<file path="src/rtl/counting_pkg.sv">
// Shared types for the time-multiplexed "1,2,3" detector.
package counting_pkg;

    localparam int SYM_W = 2;

    typedef enum logic [1:0] {
        S0 = 2'b00,
        S1 = 2'b01,
        S2 = 2'b10,
        S3 = 2'b11
    } state_t;

endpackage

</file>
<file path="src/rtl/counting_step.sv">
// One step of the "1,2,3" sequence detector; shared by all channels.
module counting_step
    import counting_pkg::*;
(
    input  state_t             cur_state,
    input  logic [SYM_W-1:0]   num,
    output state_t             nxt_state,
    output logic               is_hit
);

    always_comb begin
        nxt_state = S0;
        unique case (num)
            2'd1: nxt_state = S1;
            2'd2: nxt_state = (cur_state == S1 || cur_state == S2) ? S2 : S0;
            2'd3: nxt_state = (cur_state == S2 || cur_state == S3) ? S3 : S0;
            default: nxt_state = S0;
        endcase
    end

    assign is_hit = (nxt_state == S3);

endmodule

</file>
<file path="src/rtl/counting_arbiter.sv">
// Round-robin arbiter sharing one detector step among NCH symbol streams,
// with per-channel saved state and saturating hit counters.
module counting_arbiter
    import counting_pkg::*;
#(
    parameter int NCH   = 2,
    parameter int CNT_W = 8
) (
    input  logic                   clk,
    input  logic                   reset,
    input  logic                   clr,
    input  logic [NCH-1:0]         req_valid,
    input  logic [SYM_W*NCH-1:0]   req_num,
    output logic [NCH-1:0]         req_ready,
    output logic [NCH-1:0]         ans,
    output logic                   hit_valid,
    output logic [1:0]             hit_ch,
    output logic [CNT_W*NCH-1:0]   hit_cnt
);

    state_t             state_q [NCH];
    state_t             state_d [NCH];
    logic [CNT_W-1:0]   cnt_q   [NCH];
    logic [CNT_W-1:0]   cnt_d   [NCH];
    logic [1:0]         last_q, last_d;
    logic               hit_valid_q, hit_valid_d;
    logic [1:0]         hit_ch_q, hit_ch_d;

    logic [3:0]         valid_pad;
    logic [2:0]         scan;
    logic [1:0]         gnt_idx;
    logic               gnt_found;
    state_t             cur_state, nxt_state;
    logic [SYM_W-1:0]   cur_num;
    logic               is_hit;

    assign valid_pad = 4'(req_valid);

    // Scan upward from the channel after the last grant, wrapping at NCH.
    always_comb begin
        gnt_idx   = '0;
        gnt_found = 1'b0;
        scan      = '0;
        for (int k = 1; k <= NCH; k++) begin
            scan = 3'(last_q) + 3'(k);
            if (scan >= 3'(NCH)) scan = scan - 3'(NCH);
            if (!gnt_found && valid_pad[scan[1:0]]) begin
                gnt_found = 1'b1;
                gnt_idx   = scan[1:0];
            end
        end
        if (clr) begin
            gnt_found = 1'b0;
            gnt_idx   = '0;
        end
    end

    always_comb begin
        req_ready = '0;
        cur_state = S0;
        cur_num   = '0;
        for (int i = 0; i < NCH; i++) begin
            if (2'(i) == gnt_idx) begin
                req_ready[i] = gnt_found;
                cur_state    = state_q[i];
                cur_num      = req_num[SYM_W*i +: SYM_W];
            end
        end
    end

    counting_step u_step (
        .cur_state (cur_state),
        .num       (cur_num),
        .nxt_state (nxt_state),
        .is_hit    (is_hit)
    );

    always_comb begin
        last_d      = last_q;
        hit_valid_d = 1'b0;
        hit_ch_d    = '0;
        for (int i = 0; i < NCH; i++) begin
            state_d[i] = state_q[i];
            cnt_d[i]   = cnt_q[i];
        end
        if (clr) begin
            for (int i = 0; i < NCH; i++) begin
                state_d[i] = S0;
                cnt_d[i]   = '0;
            end
        end else if (gnt_found) begin
            last_d      = gnt_idx;
            hit_valid_d = is_hit;
            hit_ch_d    = is_hit ? gnt_idx : 2'd0;
            for (int i = 0; i < NCH; i++) begin
                if (2'(i) == gnt_idx) begin
                    state_d[i] = nxt_state;
                    if (is_hit && cnt_q[i] != '1)
                        cnt_d[i] = cnt_q[i] + CNT_W'(1);
                end
            end
        end
    end

    always_ff @(posedge clk) begin
        if (reset) begin
            last_q      <= 2'(NCH - 1);
            hit_valid_q <= 1'b0;
            hit_ch_q    <= '0;
            for (int i = 0; i < NCH; i++) begin
                state_q[i] <= S0;
                cnt_q[i]   <= '0;
            end
        end else begin
            last_q      <= last_d;
            hit_valid_q <= hit_valid_d;
            hit_ch_q    <= hit_ch_d;
            for (int i = 0; i < NCH; i++) begin
                state_q[i] <= state_d[i];
                cnt_q[i]   <= cnt_d[i];
            end
        end
    end

    always_comb begin
        ans     = '0;
        hit_cnt = '0;
        for (int i = 0; i < NCH; i++) begin
            ans[i]                   = (state_q[i] == S3);
            hit_cnt[CNT_W*i +: CNT_W] = cnt_q[i];
        end
    end

    assign hit_valid = hit_valid_q;
    assign hit_ch    = hit_ch_q;

endmodule

</file>
<file path="config.mk">
export PLATFORM = sky130hd
export DESIGN_NAME = counting_arbiter
export DESIGN_NICKNAME = d
export VERILOG_FILES = /design/src/rtl/counting_pkg.sv /design/src/rtl/counting_step.sv /design/src/rtl/counting_arbiter.sv
export SDC_FILE = /design/constraint.sdc
export NUM_CORES = 1
export LEC_CHECK = 0
export ABC_AREA = 1
export CAP_MARGIN = 15
export CORE_MARGIN = 4
export CORE_UTILIZATION = 55
export CTS_CLUSTER_DIAMETER = 80
export DETAILED_ROUTE_END_ITERATION = 8
export PLACE_DENSITY_LB_ADDON = 0.05
export SYNTH_ARGS = -nofsm -noshare
export SYNTH_HDL_FRONTEND = slang
export SYNTH_SLANG_ARGS = --single-unit
</file>
<file path="constraint.sdc">
create_clock -name clk -period 5.6 [get_ports clk]
set_clock_uncertainty 0.05 [all_clocks]
set_input_delay 1.4 -clock clk [delete_from_list [all_inputs] [get_ports clk]]
set_output_delay 1.4 -clock clk [all_outputs]
set_load 0.05 [all_outputs]
</file>
; ---- Word-level counts from Yosys, hierarchy flattened
; Memories as Yosys holds them, arrays and structs flattened.
; Index checks and enable logic that the tools add are counted.
[totals]
regBits = 5
ramBits = 20
in_bits = 9
mem_count = 2
[memory_table]
columns = memory, words, word_bits, rd, rd_ports_with_merged_regs, write_ports, line
row1 = cnt_q, 2, 8, 2, 0, 2, counting_arbiter.sv:23  ; logic [CNT_W-1:0] cnt_q [NCH];
row2 = state_q, 2, 2, 2, 0, 2, counting_arbiter.sv:21  ; state_t state_q [NCH];
[classes]
add_sub_neg = 6
magnitude_cmp = 4
n_eq_ne = 12
mux = 38
n_bitwise = 7
reduce_logical = 10
[ops]
columns = op, count
row1 = $mux 8, 6
row2 = $mux 16, 2
row3 = $mux 2, 15
row4 = $add 8x1->8 const B, 2
row5 = $ne 8x8->1 const B, 2
row6 = $eq 2x2->1 const B, 7
row7 = $mux 1, 10
row8 = $mux 4, 2
row9 = $ge 3x2->1 const B, 2
row10 = $lt 2x3->1 const B, 2
row11 = $pmux 2 s3, 1
row12 = $bmux 1 s2, 2
row13 = $eq 2x1->1 const B, 2
row14 = $or 1x1->1, 4
row15 = $reduce_or 4->1, 1
row16 = $sub 2x2->2 const B, 2
row17 = $add 2x1->3 const B, 1
row18 = $add 2x2->3 const B, 1
row19 = $logic_and 1x1->1, 3
row20 = $not 1->1, 3
row21 = $reduce_or 3->1, 1
row22 = $eq 1x2->1 const A, 1
row23 = $logic_not 2->1, 1
row24 = $logic_or 1x1->1, 2
row25 = other kinds (2), 2

; ---- Logic depth before layout (Yosys ltp)
[depth]
word_depth = 24
mapped_depth = 15

; ---- Modules after synthesis
; Synthesis repeated with hierarchy kept, for this count alone.
[hier_totals]
hier_cells = 210
area_unflattened_um2 = 1405.1
[modules_own_cells]
columns = module, n_inst, cells_each, area_per_inst_um2, seq_area_each_um2
row1 = counting_arbiter, 1, 194, 1318.8, 500.5
row2 = counting_step, 1, 16, 86.3, 0.0

; ---- Worst setup path after synthesis
; OpenSTA, ideal clock, no wires.
[synth_timing]
kind = in2out
start = input req_valid[0]
end = output req_ready[0]
arrival_ns = 2.083
required_time_ns = 4.150
path_slack_ns = 2.067
cell_stages = 4
cell_sequence = a21oi_1 nand2_4 nand3_4 inv_1
[synth_via]
elab_chain_cells = 9
word_cells_on_any_way = 14
cone_classes = mux (11) / reduce/logical (3)
[synth_rtl]
columns = item, line
row1 = from (decl), counting_arbiter.sv:12  ; input logic [NCH-1:0] req_valid,
row2 = $bmux 1 s2, counting_arbiter.sv:47  ; if (!gnt_found && valid_pad[scan[1:0]]) begin
row3 = $mux 1 (implied by the code), counting_arbiter.sv:47
row4 = $mux 1, counting_arbiter.sv:47
row5 = $logic_not 1->1, counting_arbiter.sv:47
row6 = $logic_and 1x1->1, counting_arbiter.sv:47
row7 = $mux 2, counting_arbiter.sv:47
row8 = $mux 2, counting_arbiter.sv:52  ; if (clr) begin
row9 = $logic_not 2->1, counting_arbiter.sv:63  ; if (2'(i) == gnt_idx) begin
row10 = $mux 1 (*), counting_arbiter.sv:63
row11 = to (decl), counting_arbiter.sv:14  ; output logic [NCH-1:0] req_ready,
; Every way passes the cells marked *; elsewhere a longest branch is shown, timed or not. The select of a mux whose other input is x is not followed.

; ---- Worst setup path after layout
; Same ends and word-level chain as after synthesis.

==> flow_summary_export.csv <==
group,metric,value,unit
floorplan,die_w,61.2,um
setup_path,path_max_fanout,8,
yosys,ys_ff_latch,25,
yosys,synthArstFlopShare,0,%
routing,drt_wl_total,3.17,mm
sta,max_freq,213,MHz
layout,seq_area,500,um2
yosys,synth_ff_type,"dfxtp_1",
routing,num_vias,1349,
place,place_congestion,0.831,
hold_path,min_from,"state_q[0][2]",
yosys,syn_nets,205,
layout,final_area,1890,um2
yosys,ys.warnings.count,0,
place,dp_hpwl,2.42,mm
layout,multi_input_comb_area,947,um2
routing,dr.pass1.iters,4,
routing,drt_iter0_markers,56,
clocking,cts-buffers-inserted,3,
yosys,synth_edf_count,0,
global_routing,track_usage,19.4,%
clocking,cts_sinks,25,
floorplan,core_region_area,2730,um2
clocking,clockBufferDepth,2,
floorplan,die_y,61.2,um
floorplan,num_io_pins,32,
place,dpl_cell_area,1870,um2
hold_path,min_path_type,"reg2reg",
job,cap_violations,0,
power,internal_power,224,uW
setup_path,reg2reg_from,"last_q[0]",
power,power_frac_clock,26.6,%
power,p_leak,0.746,nW
sta,setup_viol,0,
layout,fill_cells,236,
clocking,cts_resized,0,
clocking,cts_tree,"done",
routing,via_per_inst,5.29,
floorplan,die-area,3740,um2
sta,slew_viol_final,0,
power,vdd_drop_max,0.144,mV
power,p_switching,90.3,uW
sta,slew_headroom,54.3,%
yosys,syn_inst,192,
run_status,status,"finished clean",
floorplan,row_count,19,
layout,diodes,0,
routing,wl_per_cell,12.4,um
power,power_frac_seq,57.6,%
yosys,yosysSeqAreaShare,32.2,%
sta,timing.final.crit_period,4.70,ns
setup_path,cp.arrival,3.25,ns
global_routing,antenna_found_initial,0,
yosys,synth.avg_cell_area,8.09,um2
global_routing,grt_max_degree,18,
sta,finalCritPeriodShare,83.9,%
place,port-buffer-count,31,
sta,hold_ws,0.455,ns
sta,final-hold-violation-count,0,
sta,rsz0062_at_grt,"no",
global_routing,grt_overflow,0,
clocking,cts_setup_buffers,0,
clocking,clock_latency,0.33,ns
layout,drive_gt1_share,18.8,%
setup_path,crit_type,"in2out",
sta,tns,0,ns
power,swShare,28.7,%
setup_path,end_kind,"output port",
setup_path,worst_setup_path_start_kind,"input port",
floorplan,start_util,56.8,%
global_routing,grt_pass1_wl,5.57,mm
yosys,syn_area,1550,um2
routing,drc,0,
yosys,ys_types,31,
sta,tightest_slew,0.685,ns
clocking,cts-hold-fix-buffers,0,
layout,syn_to_final_growth,21.9,%
global_routing,grt_pass1_vias,1341,
power,powerDensity,166,nW/um2
power,p_comb_share,15.7,%
clocking,cts_max_level,1,
clocking,ctsRootBufferMaster,"clkbuf_4",
layout,final_nets,238,
clocking,path_clk_slew,0.13,ns
setup_path,required,4.15,ns
setup_path,cp-startpoint,"req_valid[0]",
routing,drtAntennaViolNets,0,
power,power,314,uW
-- flip-flops by register name, indices dropped and copies added (netlist names) --
signal / count
cnt_q: 16
state_q: 4
hit_ch: 2
last_q: 2
hit_valid: 1
-- layout by cell type (no fill, tap or decap), drive strengths merged --
cell type      instances
o21ai                  6
nor4                   1
ha                     4
a21oi                 19
nand2                 51
conb                   1
clkbuf                 4
or2                    1
nor3b                  1
dfxtp                 25
nand3                 24
clkdlybuf4s50         31
xor2                   9
xnor2                  3
nand3b                 2
nand4                  1
nor3                   3
nor2                  19
inv                   19
-- power groups by stage --
stage	clock (mW)	combinational, mW	sequential (mW)
6_report	0.0838	0.0495	0.181
5_1_grt	0.0900	0.0541	0.181
4_1_cts	0.0847	0.0499	0.181
3_5_place_dp	0	0.0496	0.185
3_3_place_gp	0	0.0486	0.185
2_1_floorplan	0	0.0343	0.186
-- path summary, 6_finish.rpt --
check / to / slack, ns / cells past startpoint
setup / recovery: req_ready[0] / 0.90 / 6
hold / removal: state_q[0][2] / 0.45 / 2
setup reg to reg: cnt_q[0][8] / 3.21 / 13
hold reg to reg: state_q[0][2] / 0.45 / 2
-- per-stage QoR --
| step | cells | setup WS, ns | utilization (%) |
|---|---|---|---|
| after floorplan | 192 | 2.07 | - |
| after global placement | 251 | 0.957 | 68.3 |
| after detailed placement | 251 | 0.903 | 68.3 |
| after CTS | 255 | 0.903 | 69.3 |
| after global routing | 255 | 0.817 | 69.3 |
| final | 255 | 0.903 | 69.3 |
-- cells by family after synthesis --
kind of cell               Yosys count  synth area share [%]
AOI/OAI and AO/OA                   25                  11.0
xor gates and xnor gates            12                  6.76
adders and majority gates            4                  3.22
buffers and inverters               22                  6.84
DFF                                 25                  32.2
other                                1                 0.241
and+or+nand+nor                    103                  39.8
-- synthesized netlist by cell type (2+ instances only) --
library cell	count	area share, %
nand2_1	45	11
dfxtp_1	25	32
inv_1	16	3.9
nor2_1	14	3.4
nand3_1	11	3.5
a21oi_1	10	3.2
nand3_2	10	6.4
a21oi_2	9	5.1
xor2_1	9	5.1
ha_1	4	3.2
nand2_4	4	2.9
inv_2	3	0.72
nand3_4	3	3.4
nor3_1	3	0.97
o21ai_0	3	0.97
xnor2_1	3	1.7
nand2_2	2	0.81
nand3b_1	2	0.97
nor2_4	2	1.4
nor2_8	2	2.6
o21ai_1	2	0.64
-- routing by layer --
layer / wire, um / part of all wire, % / GRT usage (%)
met2: 1530 / 48 / 32.9
met4: 48 / 1.5 / 8.36
met1: 1440 / 45 / 24.5
met3: 151 / 4.8 / 2.73
met5: 0 / 0 / 0
-- final cells by class --
cell class / count / share of cell area (%)
Multi-Input combinational cell: 145 / 50.0
Sequential cell: 25 / 26.4
Timing Repair Buffer: 31 / 16.4
Inverter: 19 / 3.76
Tap cell: 31 / 2.05
Clock buffer: 4 / 1.39
-- worst max-delay path, stage by stage --
cell and delay (ns):
clkdlybuf4s50_1 0.51, a21oi_1 0.13, nand2_4 0.16, nand3_4 0.13, inv_1 0.11, clkdlybuf4s50_1 0.80
(Power assumes the default switching activity.)
